===== config.mk =====
export PLATFORM = sky130hd
export DESIGN_NAME = config_uart_v2_flat
export DESIGN_NICKNAME = d
export VERILOG_FILES = /design/src/rtl/config_uart_pkg.sv /design/src/rtl/config_uart_v2_if.sv /design/src/rtl/uart_rx_core.sv /design/src/rtl/config_uart_v2.sv /design/src/flat_wrapper.sv
export SDC_FILE = /design/constraint.sdc
export NUM_CORES = 1
export LEC_CHECK = 0
export CAP_MARGIN = 40
export CORE_MARGIN = 3
export CORE_UTILIZATION = 58
export DETAILED_ROUTE_END_ITERATION = 10
export PLACE_DENSITY = 0.85
export SETUP_SLACK_MARGIN = 0.02
export SLEW_MARGIN = 20
export SYNTH_ARGS = -nofsm -noshare
export SYNTH_HDL_FRONTEND = slang
export SYNTH_SLANG_ARGS = --single-unit

===== constraint.sdc =====
create_clock -name CLK -period 3.5 [get_ports CLK]
set_clock_uncertainty 0.15 [all_clocks]
set_input_delay 0.525 -clock CLK [delete_from_list [all_inputs] [get_ports CLK]]
set_output_delay 0.525 -clock CLK [all_outputs]
set_load 0.05 [all_outputs]

===== src/rtl/config_uart_pkg.sv =====
// Shared types for the configuration UART: receiver and protocol state enums,
// data-mode encodings and the ASCII-to-hex decoder.
package config_uart_pkg;

  localparam int unsigned CHECKSUM_W = 20;

  localparam int unsigned MODE_AUTO = 0;
  localparam int unsigned MODE_HEX  = 1;
  localparam int unsigned MODE_BIN  = 2;

  // Bit0..Bit7 are consecutive so the receiver can step through them by +1
  typedef enum logic [3:0] {
    RX_WAIT_START,
    RX_START_CHECK,
    RX_BIT0, RX_BIT1, RX_BIT2, RX_BIT3, RX_BIT4, RX_BIT5, RX_BIT6, RX_BIT7,
    RX_PARITY,
    RX_STOP
  } rx_state_t;

  typedef enum logic [2:0] {
    ST_IDLE,
    ST_GET_ID0,
    ST_GET_ID1,
    ST_GET_ID2,
    ST_GET_COMMAND,
    ST_EVAL_COMMAND,
    ST_GET_DATA
  } proto_state_t;

  typedef struct packed {
    logic       valid;
    logic [3:0] nibble;
  } hex_dec_t;

  function automatic hex_dec_t ascii_to_hex(input logic [7:0] c);
    hex_dec_t r;
    r.valid  = 1'b1;
    r.nibble = 4'h0;
    if (c >= 8'h30 && c <= 8'h39)      r.nibble = 4'(c - 8'h30);
    else if (c >= 8'h41 && c <= 8'h46) r.nibble = 4'(c - 8'h37);
    else if (c >= 8'h61 && c <= 8'h66) r.nibble = 4'(c - 8'h57);
    else                               r.valid  = 1'b0;
    return r;
  endfunction

endpackage


===== src/rtl/config_uart_v2_if.sv =====
// Output bus of the configuration UART: packed write word plus status.
interface config_uart_v2_if #(
  parameter int unsigned WORD_BYTES = 4
);
  logic [8*WORD_BYTES-1:0]                   WriteData;
  logic                                      WriteStrobe;
  logic [7:0]                                Command;
  logic                                      ComActive;
  logic                                      FrameError;
  logic [config_uart_pkg::CHECKSUM_W-1:0]    Checksum;
  logic                                      ChecksumOK;

  modport master (
    output WriteData, WriteStrobe, Command, ComActive, FrameError, Checksum, ChecksumOK
  );

  modport slave (
    input WriteData, WriteStrobe, Command, ComActive, FrameError, Checksum, ChecksumOK
  );
endinterface


===== src/rtl/uart_rx_core.sv =====
// UART receiver core: 2-flop Rx synchroniser, bit timer and 8N1 receiver FSM.
// Define CONFIG_UART_PARITY_EN to sample an even-parity bit between Bit7 and Stop.
module uart_rx_core #(
  parameter int unsigned CLK_DIV = 217
) (
  input  logic       CLK,
  input  logic       resetn,
  input  logic       Rx,
  output logic       char_valid,
  output logic [7:0] char_data,
  output logic       frame_err,
  output logic       start_det,
  output logic       in_stop_c
);
  import config_uart_pkg::*;

  localparam int unsigned CNT_W = 12;
  localparam logic [CNT_W-1:0] HALF_LOAD = CNT_W'(CLK_DIV / 2 - 1);
  localparam logic [CNT_W-1:0] BIT_LOAD  = CNT_W'(CLK_DIV - 1);

  logic [1:0]       sync_q;
  logic             rx_s;
  rx_state_t        state_q, state_d;
  logic [CNT_W-1:0] cnt_q, cnt_d;
  logic [7:0]       shift_q, shift_d;
  logic             par_bad_q, par_bad_d;
  logic             char_valid_d, frame_err_d, start_det_d;

  assign rx_s      = sync_q[1];
  assign char_data = shift_q;
  assign in_stop_c = (state_q == RX_STOP);

  always_ff @(posedge CLK or negedge resetn) begin
    if (!resetn) begin
      sync_q     <= 2'b11;
      state_q    <= RX_WAIT_START;
      cnt_q      <= '0;
      shift_q    <= '0;
      par_bad_q  <= 1'b0;
      char_valid <= 1'b0;
      frame_err  <= 1'b0;
      start_det  <= 1'b0;
    end else begin
      sync_q     <= {sync_q[0], Rx};
      state_q    <= state_d;
      cnt_q      <= cnt_d;
      shift_q    <= shift_d;
      par_bad_q  <= par_bad_d;
      char_valid <= char_valid_d;
      frame_err  <= frame_err_d;
      start_det  <= start_det_d;
    end
  end

  // Every sample after the start check is one full bit period after the last
  always_comb begin
    state_d      = state_q;
    cnt_d        = cnt_q;
    shift_d      = shift_q;
    par_bad_d    = par_bad_q;
    char_valid_d = 1'b0;
    frame_err_d  = 1'b0;
    start_det_d  = 1'b0;
    case (state_q)
      RX_WAIT_START: begin
        if (!rx_s) begin
          cnt_d       = HALF_LOAD;
          par_bad_d   = 1'b0;
          start_det_d = 1'b1;
          state_d     = RX_START_CHECK;
        end
      end
      RX_START_CHECK: begin
        if (cnt_q != '0) cnt_d = cnt_q - CNT_W'(1);
        else if (rx_s)   state_d = RX_WAIT_START;
        else begin
          cnt_d   = BIT_LOAD;
          state_d = RX_BIT0;
        end
      end
      RX_BIT0, RX_BIT1, RX_BIT2, RX_BIT3, RX_BIT4, RX_BIT5, RX_BIT6, RX_BIT7: begin
        if (cnt_q != '0) cnt_d = cnt_q - CNT_W'(1);
        else begin
          shift_d = {rx_s, shift_q[7:1]};
          cnt_d   = BIT_LOAD;
          if (state_q == RX_BIT7) begin
`ifdef CONFIG_UART_PARITY_EN
            state_d = RX_PARITY;
`else
            state_d = RX_STOP;
`endif
          end else begin
            state_d = rx_state_t'(state_q + 4'd1);
          end
        end
      end
`ifdef CONFIG_UART_PARITY_EN
      RX_PARITY: begin
        if (cnt_q != '0) cnt_d = cnt_q - CNT_W'(1);
        else begin
          par_bad_d = ^{shift_q, rx_s};
          cnt_d     = BIT_LOAD;
          state_d   = RX_STOP;
        end
      end
`endif
      RX_STOP: begin
        if (cnt_q != '0) cnt_d = cnt_q - CNT_W'(1);
        else begin
          state_d = RX_WAIT_START;
          if (rx_s && !par_bad_q) char_valid_d = 1'b1;
          else                    frame_err_d  = 1'b1;
        end
      end
      default: state_d = RX_WAIT_START;
    endcase
  end

endmodule


===== src/rtl/config_uart_v2.sv =====
// Configuration UART: sync header + command, then hex or binary data packed into words.
// Define CONFIG_UART_PARITY_EN for 8E1 framing instead of 8N1.
module config_uart_v2 #(
  parameter int unsigned CLK_DIV        = 217,
  parameter int unsigned MODE           = 0,
  parameter int unsigned WORD_BYTES     = 4,
  parameter int unsigned TIMEOUT_CYCLES = 16776,
  parameter logic [23:0] SYNC_ID        = 24'h00AAFF,
  parameter logic [19:0] EXP_CHECKSUM   = 20'h4FB00
) (
  input  logic              CLK,
  input  logic              resetn,
  input  logic              Rx,
  config_uart_v2_if.master  bus
);
  import config_uart_pkg::*;

  localparam int unsigned WORD_W = 8 * WORD_BYTES;
  localparam int unsigned PTR_W  = 2;
  localparam int unsigned TMO_W  = $clog2(TIMEOUT_CYCLES + 1);
  localparam logic [TMO_W-1:0] TMO_LAST = TMO_W'(TIMEOUT_CYCLES - 1);
  localparam logic [PTR_W-1:0] PTR_LAST = PTR_W'(WORD_BYTES - 1);

  logic       char_valid, frame_err, start_det, in_stop_c;
  logic [7:0] char_data;

  uart_rx_core #(.CLK_DIV(CLK_DIV)) u_rx (
    .CLK        (CLK),
    .resetn     (resetn),
    .Rx         (Rx),
    .char_valid (char_valid),
    .char_data  (char_data),
    .frame_err  (frame_err),
    .start_det  (start_det),
    .in_stop_c  (in_stop_c)
  );

  proto_state_t          state_q, state_d;
  logic [23:0]           id_q, id_d;
  logic [7:0]            cmd_q, cmd_d;
  logic [3:0]            nib_hi_q, nib_hi_d;
  logic                  nib_ptr_q, nib_ptr_d;
  logic                  byte_valid_q, byte_valid_d;
  logic [7:0]            byte_q, byte_d;
  logic [PTR_W-1:0]      byte_ptr_q, byte_ptr_d;
  logic [WORD_W-1:0]     acc_q, acc_d, wdata_q, wdata_d;
  logic                  wstrobe_q, wstrobe_d, fe_q, fe_d, active_q, active_d, cok_q, cok_d;
  logic [CHECKSUM_W-1:0] checksum_q, checksum_d;
  logic [TMO_W-1:0]      tmo_q, tmo_d;
  logic                  timeout_c, hex_mode_c;
  hex_dec_t              hex_c;

  assign timeout_c  = (state_q != ST_IDLE) && (tmo_q == TMO_LAST);
  assign hex_mode_c = (MODE == MODE_HEX) || ((MODE == MODE_AUTO) && cmd_q[7]);

  assign bus.WriteData   = wdata_q;
  assign bus.WriteStrobe = wstrobe_q;
  assign bus.Command     = cmd_q;
  assign bus.ComActive   = active_q;
  assign bus.FrameError  = fe_q;
  assign bus.Checksum    = checksum_q;
  assign bus.ChecksumOK  = cok_q;

  always_ff @(posedge CLK or negedge resetn) begin
    if (!resetn) begin
      state_q      <= ST_IDLE;
      id_q         <= '0;
      cmd_q        <= '0;
      nib_hi_q     <= '0;
      nib_ptr_q    <= 1'b0;
      byte_valid_q <= 1'b0;
      byte_q       <= '0;
      byte_ptr_q   <= '0;
      acc_q        <= '0;
      wdata_q      <= '0;
      wstrobe_q    <= 1'b0;
      fe_q         <= 1'b0;
      active_q     <= 1'b0;
      cok_q        <= 1'b0;
      checksum_q   <= '0;
      tmo_q        <= '0;
    end else begin
      state_q      <= state_d;
      id_q         <= id_d;
      cmd_q        <= cmd_d;
      nib_hi_q     <= nib_hi_d;
      nib_ptr_q    <= nib_ptr_d;
      byte_valid_q <= byte_valid_d;
      byte_q       <= byte_d;
      byte_ptr_q   <= byte_ptr_d;
      acc_q        <= acc_d;
      wdata_q      <= wdata_d;
      wstrobe_q    <= wstrobe_d;
      fe_q         <= fe_d;
      active_q     <= active_d;
      cok_q        <= cok_d;
      checksum_q   <= checksum_d;
      tmo_q        <= tmo_d;
    end
  end

  always_comb begin
    state_d      = state_q;
    id_d         = id_q;
    cmd_d        = cmd_q;
    nib_hi_d     = nib_hi_q;
    nib_ptr_d    = nib_ptr_q;
    byte_valid_d = 1'b0;
    byte_d       = byte_q;
    byte_ptr_d   = byte_ptr_q;
    acc_d        = acc_q;
    wdata_d      = wdata_q;
    wstrobe_d    = 1'b0;
    fe_d         = fe_q | frame_err;
    checksum_d   = checksum_q;
    hex_c        = ascii_to_hex(char_data);
    tmo_d        = (state_q == ST_IDLE || in_stop_c) ? '0 : tmo_q + TMO_W'(1);

    // Byte packing: first byte ends up in the MSBs once the word is full
    if (byte_valid_q) begin
      acc_d      = WORD_W'({acc_q, byte_q});
      checksum_d = checksum_q + CHECKSUM_W'(byte_q);
      if (byte_ptr_q == PTR_LAST) begin
        wdata_d    = acc_d;
        wstrobe_d  = 1'b1;
        byte_ptr_d = '0;
      end else begin
        byte_ptr_d = byte_ptr_q + PTR_W'(1);
      end
    end

    case (state_q)
      ST_IDLE: if (start_det) state_d = ST_GET_ID0;
      ST_GET_ID0: if (char_valid) begin
        id_d[23:16] = char_data;
        state_d     = ST_GET_ID1;
      end
      ST_GET_ID1: if (char_valid) begin
        id_d[15:8] = char_data;
        state_d    = ST_GET_ID2;
      end
      ST_GET_ID2: if (char_valid) begin
        id_d[7:0] = char_data;
        fe_d      = 1'b0;
        state_d   = ST_GET_COMMAND;
      end
      ST_GET_COMMAND: begin
        checksum_d = '0;
        byte_ptr_d = '0;
        nib_ptr_d  = 1'b0;
        if (char_valid) begin
          cmd_d   = char_data;
          state_d = ST_EVAL_COMMAND;
        end
      end
      ST_EVAL_COMMAND: begin
        if (id_q == SYNC_ID && (cmd_q[6:0] == 7'h01 || cmd_q[6:0] == 7'h02))
          state_d = ST_GET_DATA;
        else
          state_d = ST_IDLE;
      end
      ST_GET_DATA: if (char_valid) begin
        if (!hex_mode_c) begin
          byte_valid_d = 1'b1;
          byte_d       = char_data;
        end else if (!hex_c.valid) begin
          nib_ptr_d = 1'b0;
        end else if (!nib_ptr_q) begin
          nib_hi_d  = hex_c.nibble;
          nib_ptr_d = 1'b1;
        end else begin
          byte_valid_d = 1'b1;
          byte_d       = {nib_hi_q, hex_c.nibble};
          nib_ptr_d    = 1'b0;
        end
      end
      default: state_d = ST_IDLE;
    endcase

    // Timeout abandons any partial word
    if (timeout_c) begin
      state_d      = ST_IDLE;
      byte_valid_d = 1'b0;
      byte_ptr_d   = '0;
      nib_ptr_d    = 1'b0;
    end

    active_d = (state_d == ST_GET_DATA);
    cok_d    = (state_d == ST_IDLE) && (checksum_d == EXP_CHECKSUM);
  end

endmodule


===== src/flat_wrapper.sv =====
// flat-port wrapper written by rule: the top's interface ports become plain ports
module config_uart_v2_flat import config_uart_pkg::*;
#(
  parameter int unsigned CLK_DIV        = 217,
  parameter int unsigned MODE           = 0,
  parameter int unsigned WORD_BYTES     = 4,
  parameter int unsigned TIMEOUT_CYCLES = 16776,
  parameter logic [23:0] SYNC_ID        = 24'h00AAFF,
  parameter logic [19:0] EXP_CHECKSUM   = 20'h4FB00
)
  (CLK, resetn, Rx, bus_WriteData, bus_WriteStrobe, bus_Command, bus_ComActive, bus_FrameError, bus_Checksum, bus_ChecksumOK);
  config_uart_v2_if #(.WORD_BYTES(WORD_BYTES)) bus_i ();
  input  logic CLK;
  input  logic resetn;
  input  logic Rx;
  output wire logic [$bits(bus_i.WriteData)-1:0] bus_WriteData;
  output wire logic [$bits(bus_i.WriteStrobe)-1:0] bus_WriteStrobe;
  output wire logic [$bits(bus_i.Command)-1:0] bus_Command;
  output wire logic [$bits(bus_i.ComActive)-1:0] bus_ComActive;
  output wire logic [$bits(bus_i.FrameError)-1:0] bus_FrameError;
  output wire logic [$bits(bus_i.Checksum)-1:0] bus_Checksum;
  output wire logic [$bits(bus_i.ChecksumOK)-1:0] bus_ChecksumOK;
  assign bus_WriteData = bus_i.WriteData;
  assign bus_WriteStrobe = bus_i.WriteStrobe;
  assign bus_Command = bus_i.Command;
  assign bus_ComActive = bus_i.ComActive;
  assign bus_FrameError = bus_i.FrameError;
  assign bus_Checksum = bus_i.Checksum;
  assign bus_ChecksumOK = bus_i.ChecksumOK;
  config_uart_v2 #(.CLK_DIV(CLK_DIV), .MODE(MODE), .WORD_BYTES(WORD_BYTES), .TIMEOUT_CYCLES(TIMEOUT_CYCLES), .SYNC_ID(SYNC_ID), .EXP_CHECKSUM(EXP_CHECKSUM)) u_core (.CLK(CLK), .resetn(resetn), .Rx(Rx), .bus(bus_i));
endmodule

* Word-level counts from Yosys, hierarchy flattened *
Cells that the tools add are included.

operators by class
  add/subtract/negate cells = 8
  magnitude comparators = 6
  eq/ne operators = 33
  multiplexer cells = 60
  bitwise operators = 3
  reductions and logical operators = 28

operators by type and width
  cell                                                    number
  2-to-1 mux 12 bit                                       5
  case mux 12 bit (4 select lines)                        1
  2-to-1 mux 20 bit                                       2
  2-to-1 mux 4 bit                                        8
  2-to-1 mux 1 bit                                        25
  equality test 24 x 16 -> 1 bit (second input constant)  1
  2-to-1 mux 8 bit                                        3
  2-to-1 mux 3 bit                                        7
  case mux 3 bit (7 select lines)                         1
  adder 20 x 8 -> 20 bit                                  1
  equality test 20 x 19 -> 1 bit (second input constant)  1
  equality test 4 x 3 -> 1 bit (second input constant)    4
  >= comparator 8 x 7 -> 1 bit (second input constant)    2
  <= comparator 8 x 7 -> 1 bit (second input constant)    2
  case mux 4 bit (4 select lines)                         1
  adder 15 x 1 -> 15 bit (second input constant)          1
  equality test 15 bit (second input constant)            1
  2-to-1 mux 15 bit                                       1
  inequality test 2 bit (second input constant)           7
  equality test 3 bit (second input constant)             4
  equality test 4 bit (second input constant)             3
  AND reduction 2 bit                                     6
  AND reduction 4 bit                                     3
  nonzero test 12 bit                                     1
  other kinds (30)                                        47

word-level totals
  register bits = 175
  input bits = 3

* Logic depth before layout (Yosys ltp) *
Gate-level depths: netlist of the first run.

  depth after elaboration = 10
  gate-level depth with buffers = 11

* Modules after synthesis *
From an unflattened synthesis of the first run, not the netlist that was laid out.

unflattened totals
  cell total of the unflattened synthesis = 743
  area total of the unflattened synthesis = 8414.3 sq um

by module, submodules not included
  module          instances  cells each  area an instance (sq um)  sequential area each (sq um)
  config_uart_v2  1          578         6780.3                    3653.5
  uart_rx_core    1          165         1634.1                    728.2

* Least setup slack after synthesis of the first run *
No wires, ideal clock.

  path kind = register -> register
  start point = register u_core.checksum_q[0] (netlist: u_core.bus.Checksum[0])
  end point = register u_core.cok_q (netlist: u_core.bus.ChecksumOK)
  library setup time = 0.111 ns
  data arrival time = 3.101 ns
  required time = 3.239 ns
  slack = 0.138 ns
  cell stages (with the launch flop) = 10
  path through = dfrtp_1 -> ha_1 -> fa_1 -> a211oi_1 -> nor2_1 -> or4_1 -> a311o_1 -> a2111oi_2 -> o2111ai_1 -> a2111oi_2

on the way
  longest elaborated chain between the ends = 5

RTL lines
  what                              line                   RTL
  start, declared                   config_uart_v2.sv:48   logic [CHECKSUM_W-1:0] checksum_q, checksum_d;
  start signal, assigned            config_uart_v2.sv:97   checksum_q <= checksum_d;
  adder 20 x 8 -> 20 bit            config_uart_v2.sv:122  checksum_d = checksum_q + CHECKSUM_W'(byte_q);
  2-to-1 mux 20 bit *               config_uart_v2.sv:120  if (byte_valid_q) begin
  2-to-1 mux 20 bit *               config_uart_v2.sv:132  case (state_q)
  equality test 20 x 19 -> 1 bit *  config_uart_v2.sv:189  cok_d = (state_d == ST_IDLE) && (checksum_d == EXP_CHECKSUM);
  logical AND 1 bit *               config_uart_v2.sv:189
  net u_core.cok_d                  config_uart_v2.sv:47   logic wstrobe_q, wstrobe_d, fe_q, fe_d, active_q, active_d, cok_q, cok_d;
  end signal, assigned              config_uart_v2.sv:96   cok_q <= cok_d;
  end, declared                     config_uart_v2.sv:47

The timed path passes the listed nets; every way through them passes the cells marked *.
A chain may end at the register's enable or synchronous reset.

* Worst setup path in the final report of the first run *
Same ends and word-level chain as after synthesis.

==> results.md, run 1 <==
Placed design:
- During placement, the flow inserted port buffers numbering 66.
- Summed over all nets, the half-perimeter wirelength after detailed placement is 12800 um.
- The post-detailed-placement cell area is 9200 sq um.
- The final weighted congestion in routability-driven placement is 0.904.

Routing:
- The average wire length per cell after detail routing is between 15 and 20 um.
- The detailed-route wire length is 18500 um.
- The pre-antenna-repair detailed-routing pass consisted of 5 iterations.
- The violation count after the first detailed-routing iteration is 634.
- After detailed routing, the number of remaining DRC violations is 0.
- The via count is 6192.
- The remaining number of nets flagged by the antenna check after routing is 0.
- The via density per instance is 6.16.

Logic synthesis:
- The parity-gate share of the synthesized area counting xor and xnor cells is 0.0271.
- Of the total synthesized cell area, the portion taken by AND, OR, NAND and NOR gates is 0.147.
- During synthesis, Yosys emitted a total of 0 warnings.
- The synthesized netlist occupies a cell area of about 8400 sq um.
- The dominant cell type by area after synthesis is sky130_fd_sc_hd__dfrtp_1.
- The predominant post-synthesis flop cell is sky130_fd_sc_hd__dfrtp_1.
- The adder and majority cell fraction of the synthesized area is 0.0322.
- The complex-gate fraction of the synthesized area was 0.109.
- The dominant combinational cell family by area after synthesis is simple AND/OR/NAND/NOR gates.
- The share of Yosys cell area claimed by the top area cell type is 0.516.
- After synthesis, the cell types taking the most area are sky130_fd_sc_hd__dfrtp_1 (52%), sky130_fd_sc_hd__mux2_2 (12%), sky130_fd_sc_hd__nor2_1 (3.8%), sky130_fd_sc_hd__ha_1 (3.0%), sky130_fd_sc_hd__a21oi_1 (2.1%).
- Synthesis instantiated 80 different standard cells from the library.
- Of all flip-flops after synthesis, the portion carrying an async set or reset was 1.00.
- The fraction of the yosys area taken by sequential cells is 0.522.
- The number of nets produced by synthesis is 769.
- After synthesis, the mean cell area works out to ~11 sq um.
- The register bit count reported by yosys is roughly 180.
- The fraction of synthesized area in multiplexers is 0.134.
- The synthesized design contains 0 enable-type register cells.
- Synthesis produced 745 cells.

Clocking:
- The clock net in this run drives a total of 175 sinks.
- In this run the number of H-tree levels came out at 4.
- The cell sitting at the root of the clock tree is a sky130_fd_sc_hd__clkbuf_16.
- The CTS tree is yes.
- The clock-pin slew reported for the worst setup and hold paths after clock tree synthesis is 70 ps.
- The clock passes through at most 2 buffers.
- In this run, CTS created clock tree buffers numbering 17.
- The clock reaches the later pin of the worst-skew pair after 430 ps.
- The count of instances resized after the clock tree is built is 0.

Timing:
- Setup violations remaining at the end of the flow were counted as 0.
- The max-slew violation count came to 0.
- In this run the tightest slew margin relative to its limit is 0.460.
- The minimum clock period is 3230 ps.
- For the pin with the worst max-slew slack, the measured transition is 806 ps.
- The setup total negative slack is 0 ps.
- Setup repair after global routing left no endpoint under its margin.
- For this run, the top clock speed supported by timing is 309 MHz.
- The number of hold violations in the final report is 0.
- The share of the clock period used by the worst path is 0.924.
- The final-layout worst hold slack is 210 ps.

Critical path:
- The start of the worst register-to-register path is u_core.bus.Checksum[0]$_DFF_PN0_.
- The kind of end point of the critical path is a flip-flop.
- The setup slack of the worst register-to-register path is 270 ps.
- The worst-path maximum fanout is 3.
- The critical path arrival is 3400 ps.
- The worst setup path is launched from a flip-flop.
- The signal on the critical path passes through ha_1 -> fa_1 -> a211oi_1 -> nor2_1 -> or4_1 -> a311o_1 -> a2111oi_2 -> o2111ai_1 -> a2111oi_2.
- The largest individual stage delay along the critical path comes from the cell sky130_fd_sc_hd__fa_1.
- The reg-to-reg critical path endpoint is u_core.bus.ChecksumOK$_DFF_PN0_.
- The number of buffer and inverter stages on the critical path is 0.
- STA puts the critical path data required time at 3670 ps.
- The critical path in this run is classified as reg -> reg.
- For this run, the slowest stage of the critical path takes 440 ps.
- The category of cells accounting for the largest share of critical-path delay is compound AO/OA/AOI/OAI gates.
- The number of cells on the worst reg-to-reg path is 9.
- By instance count, the cell type seen most on the critical path is sky130_fd_sc_hd__a2111oi_2.

Power:
- The leakage power of the design is about 4.6 nW.
- The net switching fraction of the power is 0.219.
- Of the total power, combinational logic draws 0.012.
- IR analysis of the VDD net gives a maximum drop of 0.287 mV.
- The share of total power in the clock network is 0.472.
- The power spent charging and discharging nets is 860 uW.
- The internal portion of the total power is ~3.1 mW.
- The relative contribution of sequential cells to total power is 0.516.
- Dividing total power by cell area gives a power density of 401 nW/um^2.

Floorplan:
- The floorplan step set the die width to between 100 and 150 um.
- The total number of placement rows is 43.
- 67 I/O pins were placed.
- The starting density of the core is 0.600.
- The floorplan step set the die height to approximately 130 um.
- The full die area is 15900 sq um.
- The area of the core region is roughly 14000 sq um.

GRT:
- The total overflow left after global routing is 0.
- For this run, the total global-route usage over all layers was measured as 0.243.
- The number of antenna violations at the first check in global routing is 0.
- The maximum number of pins on one net before global-route repair is 77.
- The number of global-route vias before repair was 6306.
- The first global-routing pass estimated 31600 um of wire.

Cells and area:
- The net count reported at finish is 837.
- The share of the core filled with cells in the final layout is 0.700.
- The fraction of layout cells with a size suffix above 1 is 0.200.
- Summing all multi-input logic gate instances after layout gives 3770 sq um.
- Compared with the post-synthesis result, the final layout area differs by 16.8%.
- The antenna diode count is 0.
- The number of inserted filler cells in the final layout is 982.
- The sequential cells in the finished layout cover a total of between 4000 and 5000 sq um.
- Once layout is done, the placed cells without fillers occupy 9790 sq um.

Min path:
- The worst hold path endpoint is u_core.u_rx.sync_q[1]$_DFF_PN1_.
- The number of cells on the worst hold path is 0.
- In this run the most critical hold path is launched from u_core.u_rx.sync_q[0]$_DFF_PN1_.
- The worst min-delay path class is reg -> reg.

Outcome:
- The flow ran to the end, and the final reports show no timing, DRC or antenna violations.

Run:
- Across the run, the number of max-cap violations was 0.
-- power by group through the flow --
stage | logic, mW | registers [mW] | clock network, mW
after CTS | 0.0486 | 2.03 | 1.89
after floorplan | 0.000623 | 2.06 | 0
after detailed placement | 0.0476 | 2.06 | 0
after global routing | 0.0539 | 2.02 | 1.97
after global placement | 0.0456 | 2.06 | 0
final | 0.0456 | 2.03 | 1.85
-- layer usage --
metal | vias to the layer above | global-route usage | share of wire
met3 | 37 | 0.0437 | 0.043
li1 | 2830 | - | -
met1 | 3115 | 0.320 | 0.43
met2 | 210 | 0.413 | 0.51
met4 | 0 | 0.0726 | 0.016
met5 | - | 0 | 0
-- worst max path at each step --
stage / startpoint / endpoint / slack (ps) / cells past startpoint
2_1_floorplan: u_core.bus.Checksum[0]$_DFF_PN0_ / u_core.bus.ChecksumOK$_DFF_PN0_ / 140 / 9
3_3_place_gp: u_core.bus.Checksum[0]$_DFF_PN0_ / u_core.bus.ChecksumOK$_DFF_PN0_ / 240 / 9
3_5_place_dp: u_core.bus.Checksum[0]$_DFF_PN0_ / u_core.bus.ChecksumOK$_DFF_PN0_ / 190 / 9
4_1_cts: u_core.bus.Checksum[0]$_DFF_PN0_ / u_core.bus.ChecksumOK$_DFF_PN0_ / 160 / 9
5_1_grt: u_core.bus.Checksum[0]$_DFF_PN0_ / u_core.bus.ChecksumOK$_DFF_PN0_ / 110 / 9
6_report: u_core.bus.Checksum[0]$_DFF_PN0_ / u_core.bus.ChecksumOK$_DFF_PN0_ / 270 / 9
-- metrics by stage --
| stage | total power [mW] | setup WS [ps] | std cells |
|---|---|---|---|
| floorplan | 2.06 | 138 | 745 |
| global placement | 2.11 | 244 | 971 |
| detailed placement | 2.11 | 190 | 972 |
| CTS | 3.96 | 158 | 1005 |
| global route | 4.05 | 106 | 1006 |
| finish | 3.92 | 267 | 1006 |
-- cell usage after synthesis, types with 3 or more instances --
cell                        count
sky130_fd_sc_hd__and3_1        10
sky130_fd_sc_hd__o21ai_0       33
sky130_fd_sc_hd__nor4_1         7
sky130_fd_sc_hd__mux2i_1        8
sky130_fd_sc_hd__xor2_1        13
sky130_fd_sc_hd__buf_2          3
sky130_fd_sc_hd__nand4_1       10
sky130_fd_sc_hd__clkbuf_8       4
sky130_fd_sc_hd__a21oi_1       35
sky130_fd_sc_hd__o21a_1         7
sky130_fd_sc_hd__o2111ai_1      3
sky130_fd_sc_hd__ha_1          20
sky130_fd_sc_hd__inv_1         17
sky130_fd_sc_hd__buf_1          5
sky130_fd_sc_hd__nor2_1        85
sky130_fd_sc_hd__or4_1          3
sky130_fd_sc_hd__nand2b_1       6
sky130_fd_sc_hd__dfrtp_1      173
sky130_fd_sc_hd__xnor2_1       13
sky130_fd_sc_hd__a211oi_1       6
sky130_fd_sc_hd__mux2_2        93
sky130_fd_sc_hd__nor4b_1        4
sky130_fd_sc_hd__a21boi_0       4
sky130_fd_sc_hd__nor2b_1        3
sky130_fd_sc_hd__a41oi_1        3
sky130_fd_sc_hd__clkbuf_1      15
sky130_fd_sc_hd__o22a_1         3
sky130_fd_sc_hd__nand2_1       44
sky130_fd_sc_hd__and2_1         7
sky130_fd_sc_hd__and4_1         4
sky130_fd_sc_hd__nor3_1        17
sky130_fd_sc_hd__a31oi_1        9
sky130_fd_sc_hd__nand3_1       18
sky130_fd_sc_hd__nand3b_1       3
sky130_fd_sc_hd__or3_2          3
-- layout make-up --
| cell class | count | share of cell area |
|---|---|---|
| well taps | 180 | 0.0230 |
| inverters | 18 | 0.00690 |
| multi-input cells | 522 | 0.385 |
| repair buffers | 79 | 0.0786 |
| flip-flops and latches | 175 | 0.447 |
| clock inverters | 13 | 0.0130 |
| clock buffers | 19 | 0.0463 |
-- state kept, by name, indices dropped and copies added (netlist names), 2 cells and up --
name                   count
u_core.u_rx.char_data      8
u_core.id_q               24
u_core.byte_q              8
u_core.acc_q              24
u_core.state_q             3
u_core.bus.Checksum       20
u_core.bus.WriteData      32
u_core.u_rx.sync_q         2
u_core.tmo_q              15
u_core.u_rx.state_q        4
u_core.byte_ptr_q          2
u_core.bus.Command         8
u_core.nib_hi_q            4
u_core.u_rx.cnt_q         12
-- cell usage in the layout, fill, tap and decap left out, types with 3 or more instances in the layout --
master / synthesis / routed
sky130_fd_sc_hd__a211oi_1: 6 / 6
sky130_fd_sc_hd__a21boi_0: 4 / 4
sky130_fd_sc_hd__a21oi_1: 35 / 35
sky130_fd_sc_hd__a31oi_1: 9 / 9
sky130_fd_sc_hd__a41oi_1: 3 / 3
sky130_fd_sc_hd__and2_1: 7 / 7
sky130_fd_sc_hd__and3_1: 10 / 10
sky130_fd_sc_hd__and4_1: 4 / 4
sky130_fd_sc_hd__buf_4: 1 / 9
sky130_fd_sc_hd__clkbuf_16: 0 / 17
sky130_fd_sc_hd__clkdlybuf4s50_1: 0 / 65
sky130_fd_sc_hd__clkinvlp_4: 0 / 4
sky130_fd_sc_hd__dfrtp_1: 173 / 173
sky130_fd_sc_hd__ha_1: 20 / 20
sky130_fd_sc_hd__inv_1: 17 / 17
sky130_fd_sc_hd__inv_6: 0 / 4
sky130_fd_sc_hd__mux2_2: 93 / 93
sky130_fd_sc_hd__mux2i_1: 8 / 8
sky130_fd_sc_hd__nand2_1: 44 / 44
sky130_fd_sc_hd__nand2b_1: 6 / 6
sky130_fd_sc_hd__nand3_1: 18 / 18
sky130_fd_sc_hd__nand3b_1: 3 / 3
sky130_fd_sc_hd__nand4_1: 10 / 10
sky130_fd_sc_hd__nor2_1: 85 / 85
sky130_fd_sc_hd__nor2b_1: 3 / 3
sky130_fd_sc_hd__nor3_1: 17 / 17
sky130_fd_sc_hd__nor4_1: 7 / 7
sky130_fd_sc_hd__nor4b_1: 4 / 4
sky130_fd_sc_hd__o2111ai_1: 3 / 3
sky130_fd_sc_hd__o21a_1: 7 / 7
sky130_fd_sc_hd__o21ai_0: 33 / 33
sky130_fd_sc_hd__o22a_1: 3 / 3
sky130_fd_sc_hd__or3_2: 3 / 3
sky130_fd_sc_hd__or4_1: 3 / 3
sky130_fd_sc_hd__xnor2_1: 13 / 13
sky130_fd_sc_hd__xor2_1: 13 / 13
-- repair_timing --
item / in CTS / in global routing
hold endpoints to repair: 4 / 0
endpoints found under the setup margin: 0 / 1
hold buffers: 1 / 0
setup buffers: 0 / 0
-- logic make-up after synthesis --
kind of cell | count (synthesis)
simple gates | 241
flops | 175
compound gates | 133
mux | 101
buf+inv | 48
xor+xnor | 26
fa+ha+maj | 21
No activity file was read; power rests on OpenSTA's default activity.
==> run 2: changes to the inputs <==
--- a/config.mk
+++ b/config.mk
@@ -5,7 +5,6 @@
 export SDC_FILE = /design/constraint.sdc
 export NUM_CORES = 1
 export LEC_CHECK = 0
-export CAP_MARGIN = 40
 export CORE_MARGIN = 3
 export CORE_UTILIZATION = 58
 export DETAILED_ROUTE_END_ITERATION = 10
==> results.md, run 2 (same netlist as run 1, synthesis figures left out) <==
Outcome:
- The flow ran to the end, but the final reports show violations.
- The final reports fail on DRC, hold timing.

Cells and area:
- The final layout contains 834 nets.
- The antenna diode count is 0.
- In the layout the commonest cells are sky130_fd_sc_hd__dfrtp_1 (173), sky130_fd_sc_hd__mux2_2 (93), sky130_fd_sc_hd__nor2_1 (85).
- The multi-input gate area in the final layout is approximately 3800 sq um.
- The flip-flop count of the largest register, all copies and words added is 32.
- The sequential cells in the finished layout cover a total of around 4400 sq um.
- The fraction of layout cells with a size suffix above 1 is 0.199.
- The area added between synthesis and finish is 16.5%.
- The number of inserted filler cells in the final layout is 959.
- After routing the design area is 9770 sq um.
- The library cell used most frequently in the layout, excluding fill and tap cells, is sky130_fd_sc_hd__dfrtp_1.
- The share of the core filled with cells in the final layout is 0.699.
- The number of standard cells in the layout, taps in and fillers out is 1003.

GRT:
- The number of global-route vias before repair is ~6200.
- Across every metal layer, demand over resource in global routing totals 0.242.
- The number of antenna violations at the first check in global routing is 0.
- After global routing the overflow that remains totals 0.
- Entering global routing, the biggest net connects 77 pins.
- The first-pass GRT wire length is 31300 um.

Clocking:
- The post-cts hold buffer count is 0.
- In this run the deepest clock path goes through 2 buffers.
- The clock tree root buffer cell is sky130_fd_sc_hd__clkbuf_16.
- The clock net in this run drives a total of 175 sinks.
- After clock tree synthesis, the clock-pin slew on the worst setup and hold paths is roughly 70 ps.
- The CTS tree is yes.
- The H-tree generated during clock tree synthesis spans 4 levels.
- The clock network latency to the later pin of the worst-skew pair is roughly 430 ps.
- TritonCTS created 17 clock buffers.

Min path:
- The worst min-delay path class is in -> async.

Critical path:
- Of all nets on the critical path, the largest fanout is 4.
- The dominant cell type by count on the critical path is sky130_fd_sc_hd__a2111oi_2.
- The kind of end point of the critical path is a flip-flop.
- At the worst endpoint, the arrival time is 3480 ps.
- Walking the worst path, the cells encountered are ha_1 -> fa_2 -> a211oi_1 -> nor2_1 -> or4_1 -> a311o_1 -> a2111oi_2 -> o2111ai_1 -> a2111oi_2.
- The largest incremental delay on the critical path is 450 ps.
- The critical path class is reg -> reg.
- The most critical setup path has its startpoint at u_core.byte_q[0]$_DFFE_PN0P_.
- The slowest stage cell on the critical path is sky130_fd_sc_hd__or4_1.
- STA puts the critical path data required time at 3660 ps.
- STA classifies the critical path startpoint as a flip-flop.
- In this run the critical register-to-register path is launched from u_core.byte_q[0]$_DFFE_PN0P_.

Timing:
- The minimum clock period is 3320 ps.
- At the pin with the least slew margin, the transition time is 1010 ps.
- Based on the critical path, the design can be clocked at up to about 300 MHz.
- Setup repair after global routing left no endpoint under its margin.
- The final-layout worst hold slack is -25.1 ps.
- The setup total negative slack is 0 ps.
- The max-slew violation count is 0.
- The number of hold violations in the final report is 26.
- Of the available clock period, the critical path in the final layout requires 0.948.
- The worst slew slack as a fraction of its limit is 0.319.
- Setup violations remaining at the end of the flow were counted as 0.

Routing:
- The detailed-routing iteration count for the pre-antenna-repair pass is 8.
- The routed design has 18700 um of wire.
- Using the TritonRoute via totals, the vias-per-cell ratio works out to 6.15.
- Summing over every cut layer, the via total after detailed routing is 6167.
- The average wire length per cell after detail routing is 18.7 um.
- In this run the remaining antenna-violating nets after routing total 0.
- In the routed design, unresolved DRC markers number 1.
- The violation count after the first detailed-routing iteration is 651.

Floorplan:
- In this run the count of I/O pins placed on the die edge is 67.
- The floorplan step defined a die boundary enclosing between 15000 and 20000 sq um.
- The initial utilization of the core area, before any placement, comes to 0.600.
- The area of the core region is 14000 sq um.
- The floorplan has 43 rows.
- Measured along the x axis, the die boundary spans 126 um.
- The y dimension of the die is 126 um.

Placed design:
- The HPWL after detailed placement is 12800 um.
- The number of placed instances, taps included is 971.
- The post-detailed-placement cell area is 9190 sq um.
- During placement, the flow inserted port buffers numbering between 60 and 70.
- The congestion estimate from routability-driven global placement came to 0.904.

Power:
- Summing internal, switching and leakage power gives a little under 4 mW.
- Power spread over the standard cell area amounts to 399 nW/um^2.
- The worst supply voltage drop on vdd is 0.361 mV.
- The analysis attributes to cell leakage a power of 4.54 nW.

Run:
- Across the run, the number of max-cap violations was 0.
==> run 2: changes by cell type in the layout (fill, tap and decap cells not counted), sizes merged <==
cell,before,now
clkinv,3,5
buf,12,11
bufinv,1,0
clkbuf,20,19
clkinvlp,4,3
dlygate4sd3,1,0
==> run 2: critical path, delay by kind of cell, from the launching register on <==
family | cells | cell delay (ps)
AO/OA/AOI/OAI | 5 | 1470
adder cells (fa/ha/maj) | 2 | 600
AND/OR/NAND/NOR | 2 | 560
flip-flops | 1 | 410
==> run 2: metrics by stage <==
stage               hold slack (ps)  worst slack (ps)
finish                        -25.1               181
global route                   20.5              49.4
CTS                            4.86               160
detailed placement              200               198
global placement                197               244
floorplan                      79.4               138
==> run 2: repair_timing <==
| item | in CTS | in global routing |
|---|---|---|
| resized for setup | 0 | 1 |
| endpoints found under the setup margin | 0 | 1 |
| setup buffers | 0 | 0 |
==> run 2: where the power goes <==
group	switching, mW	internal [mW]
clock	0.850	0.976
sequential	0.00151	2.02
combinational	0.0388	0.00609
==> run 2: worst paths after layout <==
check	to	slack, ps	cells after the start
setup / recovery	u_core.bus.ChecksumOK$_DFF_PN0_	180	9
hold / removal	u_core.bus.Checksum[18]$_DFF_PN0_	-30	1
setup reg to reg	u_core.bus.ChecksumOK$_DFF_PN0_	180	9
hold reg to reg	u_core.u_rx.sync_q[1]$_DFF_PN1_	210	0
max in group asynchronous	u_core.id_q[14]$_DFFE_PN0P_	2360	2
min in group CLK	u_core.u_rx.sync_q[1]$_DFF_PN1_	210	0
==> run 2: layer usage <==
metal	global-route usage	vias up	wire, um
met5	0	-	0
met4	0.0726	0	279
met3	0.0543	35	1030
met2	0.409	215	9530
met1	0.314	3101	7890
li1	-	2816	-
==> run 2: layout make-up <==
class                   instances  share of cell area
flip-flops and latches        175               0.448
clock buffers                  19              0.0463
repair buffers                 76              0.0767
multi-input cells             522               0.386
clock inverters                13              0.0128
well taps                     180              0.0230
inverters                      18             0.00691
==> RTL change 1: new RTL, flow settings as in run 1 <==
`checksum_q` no longer has a reset.
--- a/src/rtl/config_uart_v2.sv
+++ b/src/rtl/config_uart_v2.sv
@@ -77,7 +77,6 @@
       fe_q         <= 1'b0;
       active_q     <= 1'b0;
       cok_q        <= 1'b0;
-      checksum_q   <= '0;
       tmo_q        <= '0;
     end else begin
       state_q      <= state_d;
@@ -94,9 +93,12 @@
       fe_q         <= fe_d;
       active_q     <= active_d;
       cok_q        <= cok_d;
-      checksum_q   <= checksum_d;
       tmo_q        <= tmo_d;
     end
+  end
+
+  always_ff @(posedge CLK) begin
+    checksum_q <= checksum_d;
   end
 
   always_comb begin
Formal check against the unedited RTL: same outputs for any inputs over 10 cycles, from zero or initial values and one cycle with resetn low; that may be too few to reach the edited logic, so the function may still have changed.
==> RTL change 1 against run 1 <==
Sequential cell count unchanged; synthesized cell count unchanged; via count down 1.0%; die area down 1.1%; clock power down 4%; final cell count about the same; area after synthesis down 1.2%; routed wire length down 3.1%; non-clock buffer count down 1; setup slack worse by 0.052 ns; power down 2.0%; cell area down 1.0%; highest routed layer unchanged.
==> RTL change 1: results (changes against run 1) <==
Synthesis
  • Post-synth top cells: 153 x dfrtp_1, 93 x mux2_2, 85 x nor2_1 (was 173 x dfrtp_1, 93 x mux2_2, 85 x nor2_1)
  • Async SR Flop Fraction: 88.57% (was 100.0%)
  • Top_reg_cell synth: dfrtp_1 (unchanged)
  • Top area cells in the synthesized netlist: dfrtp_1 46%, mux2_2 13%, dfxtp_1 4.8%, nor2_1 3.8%, ha_1 3.0% (was dfrtp_1 52%, mux2_2 12%, nor2_1 3.8%, ha_1 3.0%, a21oi_1 2.1%)
  • Netlist cell types: 81 (was 80)
  • Seq/Total Area, Yosys: 51.66% (was 52.24%)

Clock tree
  • Clock-pin slew on the worst setup and hold paths: 0.07 ns (about the same)
  • Clk buf depth: 2 (unchanged)

Cells and area
  • Diodes inserted: 0 (unchanged)
  • Layout cells sized above 1: 20.00% (was 19.98%)
  • Nets: 836 (was 837)
  • Post-route non-filler standard cell count: 1,005 (was 1,006)

Global route
  • Largest net degree at the start of global routing: 87 (was 77)
  • GR Util All Layers: 23.46% (was 24.28%)
  • Global-route wire length before repair: 30,230 um (was 31,610 um)
  • Vias in the first global route: 6,136 (was 6,306)
  • Initial antenna violation count: 0 (unchanged)

Placed design
  • I/O Buffers: 66 (unchanged)
  • GP Congestion: 0.9045 (was 0.9035)
  • DP Cell Count: 971 (was 972)
  • DP HPWL: 12,260 um (was 12,820 um)
  • Place WS: 0.1802 ns (was 0.1897 ns)

Power and ir drop
  • VDD IR max: 290.0 uV (was 287.1 uV)
  • Leakage power: 4.463 nW (was 4.561 nW)

STA
  • Worst slew pin tran: 0.8109 ns (was 0.8064 ns)

Status
  • Run status: complete, no violations (unchanged)

Worst setup path
  • CP peak stage delay: 0.43 ns
  • Reg2reg setup slack: 0.22 ns (was 0.27 ns)
  • RR Startpoint: u_core.byte_q[0] (was u_core.bus.Checksum[0])
  • Slowest stage cell on the critical path: or4_1 (was fa_1)
  • Critical path arrival: 3.45 ns (was 3.40 ns)
  • Cell family with most CP delay: compound AO/OA/AOI/OAI gates (unchanged)
  • Critical path fanouts, max: 4 (was 3)

Worst hold path
  • Worst hold path startpoint: u_core.u_rx.sync_q[0] (unchanged)
  • Hold EP: u_core.u_rx.sync_q[1] (unchanged)

Routing
  • Initial drt markers: 663 (was 634)
  • Pre-Repair DR Iteration Count: 5 (unchanged)
  • Per-cell routed wire length: 17.82 um (was 18.36 um)
  • Vias per cell: 6.097 (was 6.155)
==> RTL change 1: where the power goes <==
group | switching, W | leakage (nW) | total [W] | internal, W
combinational | 0.0000354 | 1.92 | 0.0000447 | 0.00000931
sequential | 0.00000160 | 2.26 | 0.00202 | 0.00202
clock | 0.000815 | 0.279 | 0.00178 | 0.000963
==> RTL change 1: worst max path at each step <==
stage | slack [ns] | to | startpoint | depth (start not counted)
floorplan | 0.23 | u_core.bus.ChecksumOK | u_core.bus.Checksum[0] | 9
global placement | 0.27 | u_core.bus.ChecksumOK | u_core.byte_q[0] | 9
detailed placement | 0.18 | u_core.bus.ChecksumOK | u_core.byte_q[0] | 9
CTS | 0.17 | u_core.bus.ChecksumOK | u_core.byte_q[0] | 9
global route | 0.06 | u_core.bus.ChecksumOK | u_core.byte_q[0] | 9
finish | 0.22 | u_core.bus.ChecksumOK | u_core.byte_q[0] | 9
==> RTL change 1: cell type report <==
type	instances	area, um^2
sequential	175	4282
fill	968	4240
multi-input combinational	522	3776
timing repair buffer	78	784.5
clock buffer	20	456.7
tap	180	225.2
clock inverter	12	102.6
inverter	18	67.56
==> RTL change 1: stage by stage <==
step	util (%)	hold slack [ns]	area (um^2)
after floorplan	-	0.07941	8288
after global placement	65.20	0.1989	9085
after detailed placement	65.23	0.1985	9090
after CTS	69.25	0.04769	9649
after global routing	69.57	0.2104	9694
final	69.57	0.2054	9694
==> RTL change 1: cell families (layout without fill, tap and decap cells) <==
logic type                 after synthesis  in the layout  share of synthesized area, %
buffers and inverters                   48            128                         2.868
xor gates and xnor gates                26             26                         2.748
AOI/OAI and AO/OA                      133            133                         11.01
and+or+nand+nor                        241            241                         14.86
muxes                                  101            101                         13.60
adders and majority gates               21             21                         3.261
DFF                                    175            175                         51.66
==> RTL change 1: per-layer routing <==
metal,routed length [um],part of all wire [%],track usage [%],vias up
met5,0,0,0,-
met4,434,2.4,9.758,0
met3,807,4.5,4.314,49
met2,8867,50,38.67,213
met1,7802,44,30.73,3043
li1,-,-,-,2822
==> RTL change 1: what timing repair did <==
action	CTS	global route
endpoints found under the hold margin	0	5
hold buffers	0	1
gates resized for setup	0	2
setup endpoints to repair	0	1
buffers inserted	0	0
==> RTL change 2: new RTL, config.mk and constraints of run 1 <==
Without the edit above. The package constant `CHECKSUM_W` goes from 20 to 10.
--- a/src/rtl/config_uart_pkg.sv
+++ b/src/rtl/config_uart_pkg.sv
@@ -2,7 +2,7 @@
 // data-mode encodings and the ASCII-to-hex decoder.
 package config_uart_pkg;
 
-  localparam int unsigned CHECKSUM_W = 20;
+  localparam int unsigned CHECKSUM_W = 10;
 
   localparam int unsigned MODE_AUTO = 0;
   localparam int unsigned MODE_HEX  = 1;
Interface: changed (resized bus_Checksum); port bits go from 67 to 57. The function was not compared with the original's and may differ.
==> RTL change 2 against run 1 <==
Via count shrank 14%; setup slack gained 0.55 ns; sequential cell count shrank 11; combinational power grew 7.0%; power shrank 1.8%; cell area shrank 7.6%; area after synthesis shrank 8.1%; routed wire length shrank 12%; largest cell class unchanged.
==> RTL change 2: results (changes against run 1) <==
Routing
  • WL final: 16,310 um (was 18,480 um)
  • DR vias: 5,296 (was 6,192)

Synthesis
  • Synth Area in Compound Gates: 9.646% (was 10.87%)
  • Syn Nets: 681 (was 769)
  • Seq/Total Area, Yosys: 53.30% (was 52.24%)
  • Netlist cell types: 69 (was 80)
  • Post-synthesis mux area share: 16.16% (was 13.44%)
  • Top area cells in the synthesized netlist: dfrtp_1 53%, mux2_2 14%, ha_1 3.2%, nor2_1 2.9%, a21oi_1 1.9% (was dfrtp_1 52%, mux2_2 12%, nor2_1 3.8%, ha_1 3.0%, a21oi_1 2.1%)
  • Post-synthesis adder-cell area fraction: 3.508% (was 3.222%)
  • Post-synthesis xor/xnor area fraction: 2.273% (was 2.715%)
  • Post-synth top cells: 162 x dfrtp_1, 95 x mux2_2, 60 x nor2_1 (was 173 x dfrtp_1, 93 x mux2_2, 85 x nor2_1)
  • Async SR Flop Fraction: 100.0% (unchanged)

Worst setup path
  • RR Startpoint: u_core.u_rx.char_data[0] (was u_core.bus.Checksum[0])
  • Slowest stage cell on the critical path: a2111oi_4 (was fa_1)
  • CP peak stage delay: 0.53 ns (was 0.44 ns)
  • R2R depth: 7 (was 9)
  • Critical path fanouts, max: 11 (was 3)
  • Reg2reg end: u_core.byte_q[4] (was u_core.bus.ChecksumOK)
  • Reg2reg setup slack: 0.81 ns (was 0.27 ns)

Cells and area
  • Nets: 736 (was 837)

Placed design
  • DP HPWL: 10,870 um (was 12,820 um)
  • Post-DP Area: 8407 um^2 (was 9198 um^2)
  • I/O Buffers: 55 (was 66)

STA
  • Worst hold slack: 0.2068 ns (was 0.2099 ns)
  • Worst slew pin tran: 0.7015 ns (was 0.8064 ns)

Power and ir drop
  • Leakage power: 4.226 nW (was 4.561 nW)
  • VDD IR max: 331.0 uV (was 287.1 uV)

Clock tree
  • Root Driver: clkbuf_16 (unchanged)
  • Post-CTS sizing: 0 (unchanged)
  • # Post-CTS Setup Buffers: 0 (unchanged)
  • Clock-pin slew on the worst setup and hold paths: 0.06 ns

Global route
  • Largest net degree at the start of global routing: 95 (was 77)
  • GR Util All Layers: 23.41% (was 24.28%)

Status
  • Run status: complete, no violations (unchanged)
[RTL change 2: changes by cell type after synthesis, moves of 6 or more]
cell             run 1  this run
nor2_1              85        60
dfrtp_1            173       162
o21ai_0             33        23
nand2_1             44        35
a21oi_1             35        29
and2_1               7         1
inv_1               17        23
nand2b_1             6        12
nor3_1              17        11
[RTL change 2: power by group]
part	switching, W	internal [W]
registers	0.00000138	0.00190
clock network	0.000808	0.00110
logic	0.0000394	0.00000938
[RTL change 2: per-stage QoR]
| stage | setup slack, ns | std cells |
|---|---|---|
| after global routing | 0.6382 | 897 |
| after CTS | 0.8301 | 895 |
| after global placement | 0.9764 | 863 |
| after floorplan | 0.9551 | 657 |
| final | 0.8132 | 897 |
| after detailed placement | 0.8376 | 863 |
[RTL change 2: cell type report]
type / count / area (um^2)
inverters: 23 / 86.33
flip-flops and latches: 164 / 4106
multi-input cells: 443 / 3390
clock inverters: 13 / 163.9
clock buffers: 19 / 442.9
repair buffers: 63 / 646.9
fillers: 864 / 3774
well taps: 172 / 215.2
[RTL change 2: how the worst max path moves through the flow]
| stage | start | end | cells after the start |
|---|---|---|---|
| floorplan | u_core.bus.Checksum[0] | u_core.bus.Checksum[6] | 9 |
| global placement | u_core.u_rx.char_data[0] | u_core.byte_q[6] | 7 |
| detailed placement | u_core.u_rx.char_data[0] | u_core.byte_q[4] | 7 |
| CTS | u_core.u_rx.char_data[0] | u_core.byte_q[4] | 7 |
| global route | u_core.u_rx.char_data[1] | u_core.byte_q[4] | 7 |
| finish | u_core.u_rx.char_data[0] | u_core.byte_q[4] | 7 |
[RTL change 2: routing by layer]
metal	up-vias	routed length, um	GRT usage, %
met5	-	0	0
met2	173	8274	39.46
met1	2657	6923	30.09
met3	21	867	5.641
li1	2445	-	-
met4	0	242	7.423
[RTL change 2: cells by family (layout without fill, tap and decap cells)]
logic type	after synthesis	count (layout)
AOI/OAI and AO/OA	103	103
xor gates and xnor gates	20	20
adders and majority gates	21	21
buffers and inverters	50	118
DFF	164	164
muxes	110	110
other	1	1
and+or+nand+nor	188	188
[RTL change 2: worst register-to-register path, stage by stage (launching register included)]
cell and delay [ns]:
dfrtp_1 0.51, inv_1 0.21, ha_1 0.21, o21bai_1 0.13, a2111oi_4 0.53, o21ai_2 0.14
a21oi_4 0.37, mux2_4 0.34
